[config.mk]
export PLATFORM = sky130hd
export DESIGN_NAME = matmul_operand_skew_flat
export DESIGN_NICKNAME = d
export VERILOG_FILES = /design/src/rtl/matmul_operand_skew_pkg.sv /design/src/rtl/matmul_operand_skew_if.sv /design/src/rtl/matmul_operand_skew_lane.sv /design/src/rtl/matmul_operand_skew.sv /design/src/flat_wrapper.sv
export SDC_FILE = /design/constraint.sdc
export NUM_CORES = 1
export LEC_CHECK = 0
export BUFFER_PORTS_ARGS = -buffer_cell sky130_fd_sc_hd__buf_2
export CORE_UTILIZATION = 46
export DETAILED_ROUTE_END_ITERATION = 8
export PLACE_DENSITY = 0.74
export SKIP_CTS_REPAIR_TIMING = 1
export SYNTH_ARGS = -nofsm -noshare
export SYNTH_HDL_FRONTEND = slang
export SYNTH_HIERARCHICAL = 1
export SYNTH_SLANG_ARGS = --single-unit
[constraint.sdc]
create_clock -name clk_i -period 1.27 [get_ports clk_i]
set_input_delay 0.127 -clock clk_i [delete_from_list [all_inputs] [get_ports clk_i]]
set_output_delay 0.127 -clock clk_i [all_outputs]
set_load 0.03 [all_outputs]
[src/rtl/matmul_operand_skew_pkg.sv]
// Shared definitions for the matmul operand staging path: default geometry, element type
// and the skew controller state encoding.
package matmul_operand_skew_pkg;

  localparam int unsigned DefaultDataWidth = 8;
  localparam int unsigned DefaultDim       = 4;

  typedef logic signed [DefaultDataWidth-1:0] elem_t;

  typedef enum logic [1:0] {
    StIdle   = 2'd0,
    StStream = 2'd1,
    StDrain  = 2'd2
  } skew_state_t;

endpackage

[src/rtl/matmul_operand_skew_if.sv]
// Slice-pair input handshake plus the skewed west/north edge streams feeding the array.
interface matmul_operand_skew_if
  import matmul_operand_skew_pkg::*;
#(
  parameter int unsigned DATA_WIDTH = DefaultDataWidth,
  parameter int unsigned DIM        = DefaultDim
);

  logic                      in_valid;
  logic                      in_ready;
  logic                      in_last;
  logic [DIM*DATA_WIDTH-1:0] a_row;
  logic [DIM*DATA_WIDTH-1:0] b_col;
  logic [DIM*DATA_WIDTH-1:0] a_west;
  logic [DIM*DATA_WIDTH-1:0] b_north;
  logic [DIM-1:0]            lane_valid;

  modport master (
    output in_valid, in_last, a_row, b_col,
    input  in_ready, a_west, b_north, lane_valid
  );

  modport slave (
    input  in_valid, in_last, a_row, b_col,
    output in_ready, a_west, b_north, lane_valid
  );

endinterface

[src/rtl/matmul_operand_skew_lane.sv]
// One skew lane: a DEPTH-stage shift register of {valid, a, b}. Data entering with
// valid low is zeroed at the head so every stage holds zero whenever it is a bubble.
module matmul_operand_skew_lane
  import matmul_operand_skew_pkg::*;
#(
  parameter int unsigned DEPTH      = 1,
  parameter int unsigned DATA_WIDTH = DefaultDataWidth
) (
  input  logic                  clk_i,
  input  logic                  rst_i,
  input  logic                  valid_i,
  input  logic [DATA_WIDTH-1:0] a_i,
  input  logic [DATA_WIDTH-1:0] b_i,
  output logic                  valid_o,
  output logic [DATA_WIDTH-1:0] a_o,
  output logic [DATA_WIDTH-1:0] b_o
);

  logic [DEPTH-1:0]      valid_q;
  logic [DATA_WIDTH-1:0] a_q [DEPTH];
  logic [DATA_WIDTH-1:0] b_q [DEPTH];

  always_ff @(posedge clk_i) begin
    if (rst_i) begin
      valid_q <= '0;
      for (int i = 0; i < DEPTH; i++) begin
        a_q[i] <= '0;
        b_q[i] <= '0;
      end
    end else begin
      valid_q[0] <= valid_i;
      a_q[0]     <= valid_i ? a_i : '0;
      b_q[0]     <= valid_i ? b_i : '0;
      for (int i = 1; i < DEPTH; i++) begin
        valid_q[i] <= valid_q[i-1];
        a_q[i]     <= a_q[i-1];
        b_q[i]     <= b_q[i-1];
      end
    end
  end

  assign valid_o = valid_q[DEPTH-1];
  assign a_o     = a_q[DEPTH-1];
  assign b_o     = b_q[DEPTH-1];

endmodule

[src/rtl/matmul_operand_skew.sv]
// Operand staging ahead of the systolic array: lane i delays each accepted slice pair by
// i+1 cycles, then the controller drains the skew and pulses done_o.
module matmul_operand_skew
  import matmul_operand_skew_pkg::*;
#(
  parameter int unsigned DATA_WIDTH = DefaultDataWidth,
  parameter int unsigned DIM        = DefaultDim
) (
  input  logic                  clk_i,
  input  logic                  rst_i,
  matmul_operand_skew_if.slave  skew_if,
  output logic                  busy_o,
  output logic                  done_o
);

  localparam int unsigned CntW = $clog2(DIM);
  localparam logic [CntW-1:0] LoadCnt = CntW'(DIM - 1);

  skew_state_t     state_q, state_d;
  logic [CntW-1:0] cnt_q, cnt_d;
  logic            ready;
  logic            transfer;
  logic            done;
  logic [DIM-1:0]  lane_valid;

  assign ready    = !rst_i && (state_q != StDrain);
  assign transfer = skew_if.in_valid && ready;

  for (genvar i = 0; i < DIM; i++) begin : g_lane
    matmul_operand_skew_lane #(
      .DEPTH      (i + 1),
      .DATA_WIDTH (DATA_WIDTH)
    ) u_lane (
      .clk_i   (clk_i),
      .rst_i   (rst_i),
      .valid_i (transfer),
      .a_i     (skew_if.a_row[i*DATA_WIDTH +: DATA_WIDTH]),
      .b_i     (skew_if.b_col[i*DATA_WIDTH +: DATA_WIDTH]),
      .valid_o (lane_valid[i]),
      .a_o     (skew_if.a_west[i*DATA_WIDTH +: DATA_WIDTH]),
      .b_o     (skew_if.b_north[i*DATA_WIDTH +: DATA_WIDTH])
    );
  end

  // The counter hits zero exactly when the last slice reaches the deepest lane.
  always_comb begin
    state_d = state_q;
    cnt_d   = cnt_q;
    done    = 1'b0;
    unique case (state_q)
      StIdle: begin
        if (transfer) begin
          if (skew_if.in_last) begin
            state_d = StDrain;
            cnt_d   = LoadCnt;
          end else begin
            state_d = StStream;
          end
        end
      end
      StStream: begin
        if (transfer && skew_if.in_last) begin
          state_d = StDrain;
          cnt_d   = LoadCnt;
        end
      end
      StDrain: begin
        if (cnt_q != '0) begin
          cnt_d = cnt_q - 1'b1;
        end else if (lane_valid[DIM-1]) begin
          done    = 1'b1;
          state_d = StIdle;
        end
      end
      default: state_d = StIdle;
    endcase
  end

  always_ff @(posedge clk_i) begin
    if (rst_i) begin
      state_q <= StIdle;
      cnt_q   <= '0;
    end else begin
      state_q <= state_d;
      cnt_q   <= cnt_d;
    end
  end

  assign skew_if.in_ready   = ready;
  assign skew_if.lane_valid = lane_valid;
  assign busy_o             = (state_q != StIdle);
  assign done_o             = done && !rst_i;

endmodule
[src/flat_wrapper.sv]
// flat-port wrapper written by rule: the top's interface ports become plain ports
module matmul_operand_skew_flat import matmul_operand_skew_pkg::*;
#(
  parameter int unsigned DATA_WIDTH = DefaultDataWidth,
  parameter int unsigned DIM        = DefaultDim
)
  (clk_i, rst_i, busy_o, done_o, skew_if_in_valid, skew_if_in_last, skew_if_a_row, skew_if_b_col, skew_if_in_ready, skew_if_a_west, skew_if_b_north, skew_if_lane_valid);
  matmul_operand_skew_if #(.DATA_WIDTH(DATA_WIDTH), .DIM(DIM)) skew_if_i ();
  input  logic clk_i;
  input  logic rst_i;
  output logic busy_o;
  output logic done_o;
  input wire logic [$bits(skew_if_i.in_valid)-1:0] skew_if_in_valid;
  input wire logic [$bits(skew_if_i.in_last)-1:0] skew_if_in_last;
  input wire logic [$bits(skew_if_i.a_row)-1:0] skew_if_a_row;
  input wire logic [$bits(skew_if_i.b_col)-1:0] skew_if_b_col;
  output wire logic [$bits(skew_if_i.in_ready)-1:0] skew_if_in_ready;
  output wire logic [$bits(skew_if_i.a_west)-1:0] skew_if_a_west;
  output wire logic [$bits(skew_if_i.b_north)-1:0] skew_if_b_north;
  output wire logic [$bits(skew_if_i.lane_valid)-1:0] skew_if_lane_valid;
  assign skew_if_i.in_valid = skew_if_in_valid;
  assign skew_if_i.in_last = skew_if_in_last;
  assign skew_if_i.a_row = skew_if_a_row;
  assign skew_if_i.b_col = skew_if_b_col;
  assign skew_if_in_ready = skew_if_i.in_ready;
  assign skew_if_a_west = skew_if_i.a_west;
  assign skew_if_b_north = skew_if_i.b_north;
  assign skew_if_lane_valid = skew_if_i.lane_valid;
  matmul_operand_skew #(.DATA_WIDTH(DATA_WIDTH), .DIM(DIM)) u_core (.clk_i(clk_i), .rst_i(rst_i), .skew_if(skew_if_i), .busy_o(busy_o), .done_o(done_o));
endmodule
==> results of run 1 <==
-- report_power, final --
group	internal (W)	total (W)	switching, W
clock	0.00315	0.00521	0.00206
combinational	0.000440	0.000796	0.000357
sequential	0.00557	0.00560	0.0000289
-- final cells by class --
cell class,instances,area [um2]
Inverter,2,7.507
Sequential cell,174,3486
Multi-Input combinational cell,188,1393
Tap cell,140,175.2
Clock inverter,13,165.2
Clock buffer,19,442.9
Timing Repair Buffer,221,1624
Fill cell,795,3690
-- logic make-up (layout without fill, tap and decap cells) --
kind of cell             after synthesis  in the layout  share of synthesized area (%)
AO/OA/AOI/OAI                          4              4                         0.5462
adder cells (fa/ha/maj)                1              1                         0.2375
buffers and inverters                 62            255                          8.290
flip-flops                           174            174                          66.13
AND/OR/NAND/NOR                      182            183                          24.80
-- worst max-delay path, delay by kind of cell (launching register included) --
family                     cells  cell delay (ns)
adders and majority gates      1             0.14
DFF                            1             0.33
and+or+nand+nor                2             0.20
buffers and inverters          2             0.24
-- state kept, by name, summed over array words and instances, names as in the netlist --
register,flops
u_core/g_lane.u_lane/valid_q,9
u_core/state_q,2
u_core/g_lane.u_lane/b_q,80
u_core/cnt_q,2
u_core/g_lane.u_lane/valid_o,1
u_core/g_lane.u_lane/a_q,80
-- cells in the mapped netlist (2+ instances only) --
library cell and instances:
dfxtp_1 174, nor3_1 2, a211oi_1 2, nor2b_1 106, and3b_1 65, buf_4 44, buf_6 3, nor2_1 3
buf_2 13, inv_1 2
-- through the flow --
step | utilization (%) | total power [W] | instance area, um2 | TNS (ns)
global placement | 53.12 | 0.006218 | 5834 | 0
CTS | 58.66 | 0.01142 | 6442 | -1.128
finish | 66.40 | 0.01160 | 7293 | -3.607
global route | 66.40 | 0.01197 | 7293 | -6.881
detailed placement | 53.12 | 0.006237 | 5834 | -0.07747
floorplan | - | 0.006045 | 5285 | -8.214
-- worst max path at each step --
stage / depth (start not counted) / end / start / slack [ns]
3_3_place_gp: 5 / u_core/g_lane[1].u_lane/a_q[0][1] / u_core/state_q[0] / 0.05
4_1_cts: 5 / done_o / u_core/cnt_q[0] / -0.38
2_1_floorplan: 5 / u_core/g_lane[1].u_lane/a_q[0][0] / u_core/state_q[0] / -0.19
6_report: 5 / done_o / u_core/cnt_q[0] / -0.19
5_1_grt: 5 / done_o / u_core/cnt_q[0] / -0.25
3_5_place_dp: 5 / u_core/g_lane[1].u_lane/b_q[0][6] / u_core/state_q[0] / -0.02
-- per-layer routing --
metal  vias up  global-route usage [%]  share of wire (%)
met4         0                   8.494                2.1
met3        20                   6.276                5.4
met1      1492                   15.10                 43
met2       102                   21.56                 50
met5         -                       0                  0
li1       1670                       -                  -
==> reports/results.txt, run 1 <==
Total CTS buffers: 17
H-tree Lvls: 4
Die width: 109.0 um
Synth Flop Type: dfxtp_1
Post-synth cell types: 19
Via density: 4.338
Pre-CTS setup slack: -0.02286 ns
Gate Count Post-Synth: 423
Core area: 10980 um2
Iteration-0 DRC Markers: 126
Reg2Reg Launch Point: u_core/state_q[0]
Clk root buf: clkbuf_16
Slack of the critical path: -0.1889 ns
Die area: 11880 um2
CP Capture Type: output port
CTS tree: done
Post-synth EDFFs: 0
Worst Hold Path EP: u_core/state_q[0]
WL/cell: 13.65 um
Hold Path Class: in2reg
CP max-delay cell: dfxtp_2
Clock transition at the registers of the reported paths: 0.06 ns
First-pass GRT wire length: 12.16 mm
DR pass1 iterations: 4
Starting Density: 47.96%
Leak pwr: 3.530 nW
Layout area overhead: 38.46%
Startpoint Class: flop
Inst Count DP: 651
Slew margin rel.: 71.13%
Post-route ant nets: 0
Min cycle time layout: 1.459 ns
Final-report setup violation count: 53
Final nets: 673
Max Cap Viol: 0
Most common cell after layout, fill and taps aside: dfxtp_1
Vias: 3284
RSZ-0062 raised after global routing: true
GRT Util Overall: 13.74%
Inserted Diodes: 0
Total grt overflow: 0
Critical path class: reg2out
Avg Cell Area, Syn: 12.45 um2
Fmax: 685.4 MHz
Flop2flop setup slack: -0.12 ns
Largest area contributor in the netlist: dfxtp_1
Reg-to-reg endpoint: u_core/g_lane[2].u_lane/b_q[0][2]
CP max stage delay: 0.33 ns
DRC: 0
Synthesized Nets: 492
Setup Skew: 0.005792 ns
Std cell rows: 38
Clock Latency Late Sink: 0.41 ns
Number of synthesized register bits: 174
Largest net degree at the start of global routing: 68
Share of layout cells above drive strength 1: 32.41%
Critical path arrival: 1.33 ns
Min-delay src: skew_if_in_valid
Period utilisation layout: 114.9%
VDD IR-drop max: 1.134 mV
Max-slew violation count: 0
Register area share after synthesis: 66.13%
Status: complete, but fails checks
Post-Route WL: 10.33 mm
Asr flop ratio synth: 0%
# IOs: 139
Hold Slack: 0.008427 ns
Crit-path cells: inv_2 > ha_4 > nand2_4 > nor3b_2 > buf_4
Top cells by area, synth: dfxtp_1 66%, nor2b_1 13%, and3b_1 11%
Failing checks: setup timing
Die span in y: 109.0 um
GPL Wtd Cong: 0.7427
Hold Crit Depth: 2
Pin slew with the least headroom to its limit: 0.4221 ns
Sink Count: 174
Vias in the first global route: 2724
Worst-path fanout max: 3
Final hold viol count: 0
Most frequent cells in the layout: 172 x dfxtp_1, 134 x buf_2, 106 x nor2b_1
Power density cells: 1591 nW/um2
Port Buffers: 138
Initial antenna violation count: 0
Critical Path RT: 1.14 ns
Synthesized area: 5268 um2
Count of non-filler cells in the finished layout: 757
HPWL after DPL: 5.258 mm
Clk buf depth: 2
YS warnings: 6
Path depth of the worst reg2reg path: 5
Share of the synthesized area in the top cell type: 66.13%
(Power assumes the default switching activity.)
==> inputs of run 2 (changes only) <==
--- a/config.mk
+++ b/config.mk
@@ -5,10 +5,12 @@
 export SDC_FILE = /design/constraint.sdc
 export NUM_CORES = 1
 export LEC_CHECK = 0
+export ABC_AREA = 1
 export BUFFER_PORTS_ARGS = -buffer_cell sky130_fd_sc_hd__buf_2
-export CORE_UTILIZATION = 46
+export CAP_MARGIN = 20
+export CORE_UTILIZATION = 47
 export DETAILED_ROUTE_END_ITERATION = 8
-export PLACE_DENSITY = 0.74
+export PLACE_DENSITY = 0.75
 export SKIP_CTS_REPAIR_TIMING = 1
 export SYNTH_ARGS = -nofsm -noshare
 export SYNTH_HDL_FRONTEND = slang
==> reports/results.txt, run 2 <==
Status: complete, but fails checks
Failing checks: setup timing
Post-synth EDFFs: 0
Slew margin rel.: 77.69%
Share of the synthesized area in the top cell type: 62.62%
Mux contribution to synthesized area: 0%
RSZ-0062 raised after global routing: true
Asr flop ratio synth: 0%
Crit-path cells: inv_4 > nand2_4 > buf_6 > nor3_4 > buf_6
Layout area overhead: 36.77%
Most common cell after layout, fill and taps aside: inv_1
YS warnings: 6
CP dominant cell by count: buf_6
Simple-gate share of the synthesized area: 15.97%
Post-synth cell types: 24
Post-layout util: 66.35%
Total CTS buffers: 17
Gate Count Post-Synth: 615
Vias: 3893
HPWL after DPL: 5.859 mm
Clock transition at the registers of the reported paths: 0.06 ns
CP Launch Point: u_core/state_q[0]
Setup tns final: -1.019 ns
DRC: 0
VDD IR-drop max: 0.8875 mV
Max Cap Viol: 0
Inserted Diodes: 0
Port Buffers: 138
Largest family of logic cells by synthesized area: buffers and inverters
Leak pwr: 3.686 nW
CP max stage delay: 0.37 ns
Final-report setup violation count: 38
Reg2Reg Launch Point: u_core/state_q[0]
Clk buf depth: 2
WL/cell: 11.02 um
Final nets: 868
Share of layout cells above drive strength 1: 32.31%
First-pass GRT wire length: 14.00 mm
Die span in y: 110.8 um
Max-slew violation count: 0
Sink Count: 174
H-tree Lvls: 4
Post-Route WL: 10.52 mm
Iteration-0 DRC Markers: 176
Clk root buf: clkbuf_16
Die width: 110.8 um
Register area share after synthesis: 62.62%
CP max-delay cell: dfxtp_4
Critical path class: reg2out
Post-route ant nets: 0
Pin slew with the least headroom to its limit: 0.3343 ns
Power density cells: 1587 nW/um2
Synthesized Nets: 684
Synthesized area: 5563 um2
Fmax: 689.6 MHz
Min cycle time layout: 1.450 ns
# IOs: 139
Crit path depth: 5
Core area: 11470 um2
Adder-Cell Fraction of Synth Area: 0.2249%
Most common cell in the synthesized netlist: inv_1
Initial antenna violation count: 0
GRT Util Overall: 14.51%
Hold Path Class: in2reg
Critical Path RT: 1.14 ns
Synth Area in Compound Gates: 0.7647%
Final hold viol count: 0
Clock Latency Late Sink: 0.41 ns
Avg Cell Area, Syn: 9.045 um2
Top cells by area, synth: dfxtp_1 63%, inv_1 12%, nor2_1 9.0%
Most frequent cells in the layout: 174 x inv_1, 170 x dfxtp_1, 134 x buf_2
Vias in the first global route: 3269
Period utilisation layout: 114.2%
CP delay by family, top: flip-flops
Synth top cells by count: 177 x inv_1, 174 x dfxtp_1, 134 x nor2_1
Via density: 4.081
Post-Synth XOR/XNOR Area: 0%
Buf/Inv on CP: 3
CP Capture Type: output port
Setup Skew: 0.007229 ns
Total grt overflow: 0
Synth Flop Type: dfxtp_1
Std cell rows: 39
Number of synthesized register bits: 174
GPL Wtd Cong: 0.7499
Startpoint Class: flop
Largest area contributor in the netlist: dfxtp_1
Regs by FF count: u_core/g_lane.u_lane/a_q: 80 flops, u_core/g_lane.u_lane/b_q: 80 flops, u_core/g_lane.u_lane/valid_q: 9 flops
Die area: 12270 um2
Worst Setup EP: done_o
Flop2flop setup slack: -0.03 ns
Hold Slack: 0.06512 ns
Critical path arrival: 1.32 ns
Reg-to-reg endpoint: u_core/g_lane[0].u_lane/a_q[0][0]
Largest net degree at the start of global routing: 58
Worst-path fanout max: 3
DR pass1 iterations: 4
Starting Density: 48.51%
Path depth of the worst reg2reg path: 8
CTS tree: done
Slack of the critical path: -0.1802 ns
run 2: cell types whose count changed after synthesis, moves of 4 or more:
| cell | delta |
|---|---|
| inv_1 | +175 |
| nand3_1 | +4 |
| inv_2 | +4 |
| buf_4 | -4 |
| nor2_1 | +131 |
| nor2b_1 | -106 |
| nor2_2 | +35 |
| buf_2 | -4 |
| nand2_1 | +7 |
| and3b_1 | -65 |
run 2: worst min path at each step:
stage | from | endpoint | cells after the start
after floorplan | skew_if_a_row[4] | u_core/g_lane[0].u_lane/a_q[0][4] | 2
after global placement | skew_if_b_col[31] | u_core/g_lane[3].u_lane/b_q[0][7] | 3
after detailed placement | skew_if_a_row[31] | u_core/g_lane[3].u_lane/a_q[0][7] | 3
after CTS | skew_if_b_col[28] | u_core/g_lane[3].u_lane/b_q[0][4] | 3
after global routing | skew_if_in_last | u_core/state_q[0] | 4
final | skew_if_in_last | u_core/state_q[0] | 4
run 2: logic make-up (layout without fill, tap and decap cells):
family	count (synthesis)	after routing
AOI/OAI and AO/OA	7	7
adders and majority gates	1	1
buffers and inverters	240	433
DFF	174	174
and+or+nand+nor	193	196
run 2: layer usage:
layer / track usage (%) / share of wire (%) / wire, um / vias up
li1: - / - / - / 2016
met1: 15.68 / 40 / 4205 / 1748
met2: 25.26 / 54 / 5650 / 108
met3: 4.702 / 3.7 / 392 / 21
met4: 7.556 / 2.5 / 266 / 0
met5: 0 / 0 / 0 / -
run 2: final cells by class:
type / instances / area [um2]
sequential: 174 / 3491
inverter: 184 / 709.4
timing repair buffer: 218 / 1513
clock buffer: 18 / 429.2
tap: 143 / 178.9
fill: 863 / 3859
clock inverter: 13 / 178.9
multi-input combinational: 204 / 1109
run 2: stage by stage:
stage / cell area [um2] / instances / total power (W) / worst slack [ns]
after floorplan: 5573 / 615 / 0.006273 / 0.004953
after global placement: 6082 / 846 / 0.006465 / 0.002335
after detailed placement: 6082 / 846 / 0.006495 / -0.07073
after CTS: 6690 / 877 / 0.01176 / -0.3144
after global routing: 7609 / 954 / 0.01253 / -0.2325
final: 7609 / 954 / 0.01207 / -0.1802
run 2: worst min-delay path, stage by stage:
cell and delay, ns:
buf_2 0.10, inv_1 0.05, nand2_2 0.09, a21oi_1 0.07
run 2: power by group:
part / switching [W] / internal [W] / total (W)
Clock: 0.00216 / 0.00314 / 0.00530
Combinational: 0.000612 / 0.000511 / 0.00112
Sequential: 0.0000491 / 0.00560 / 0.00565
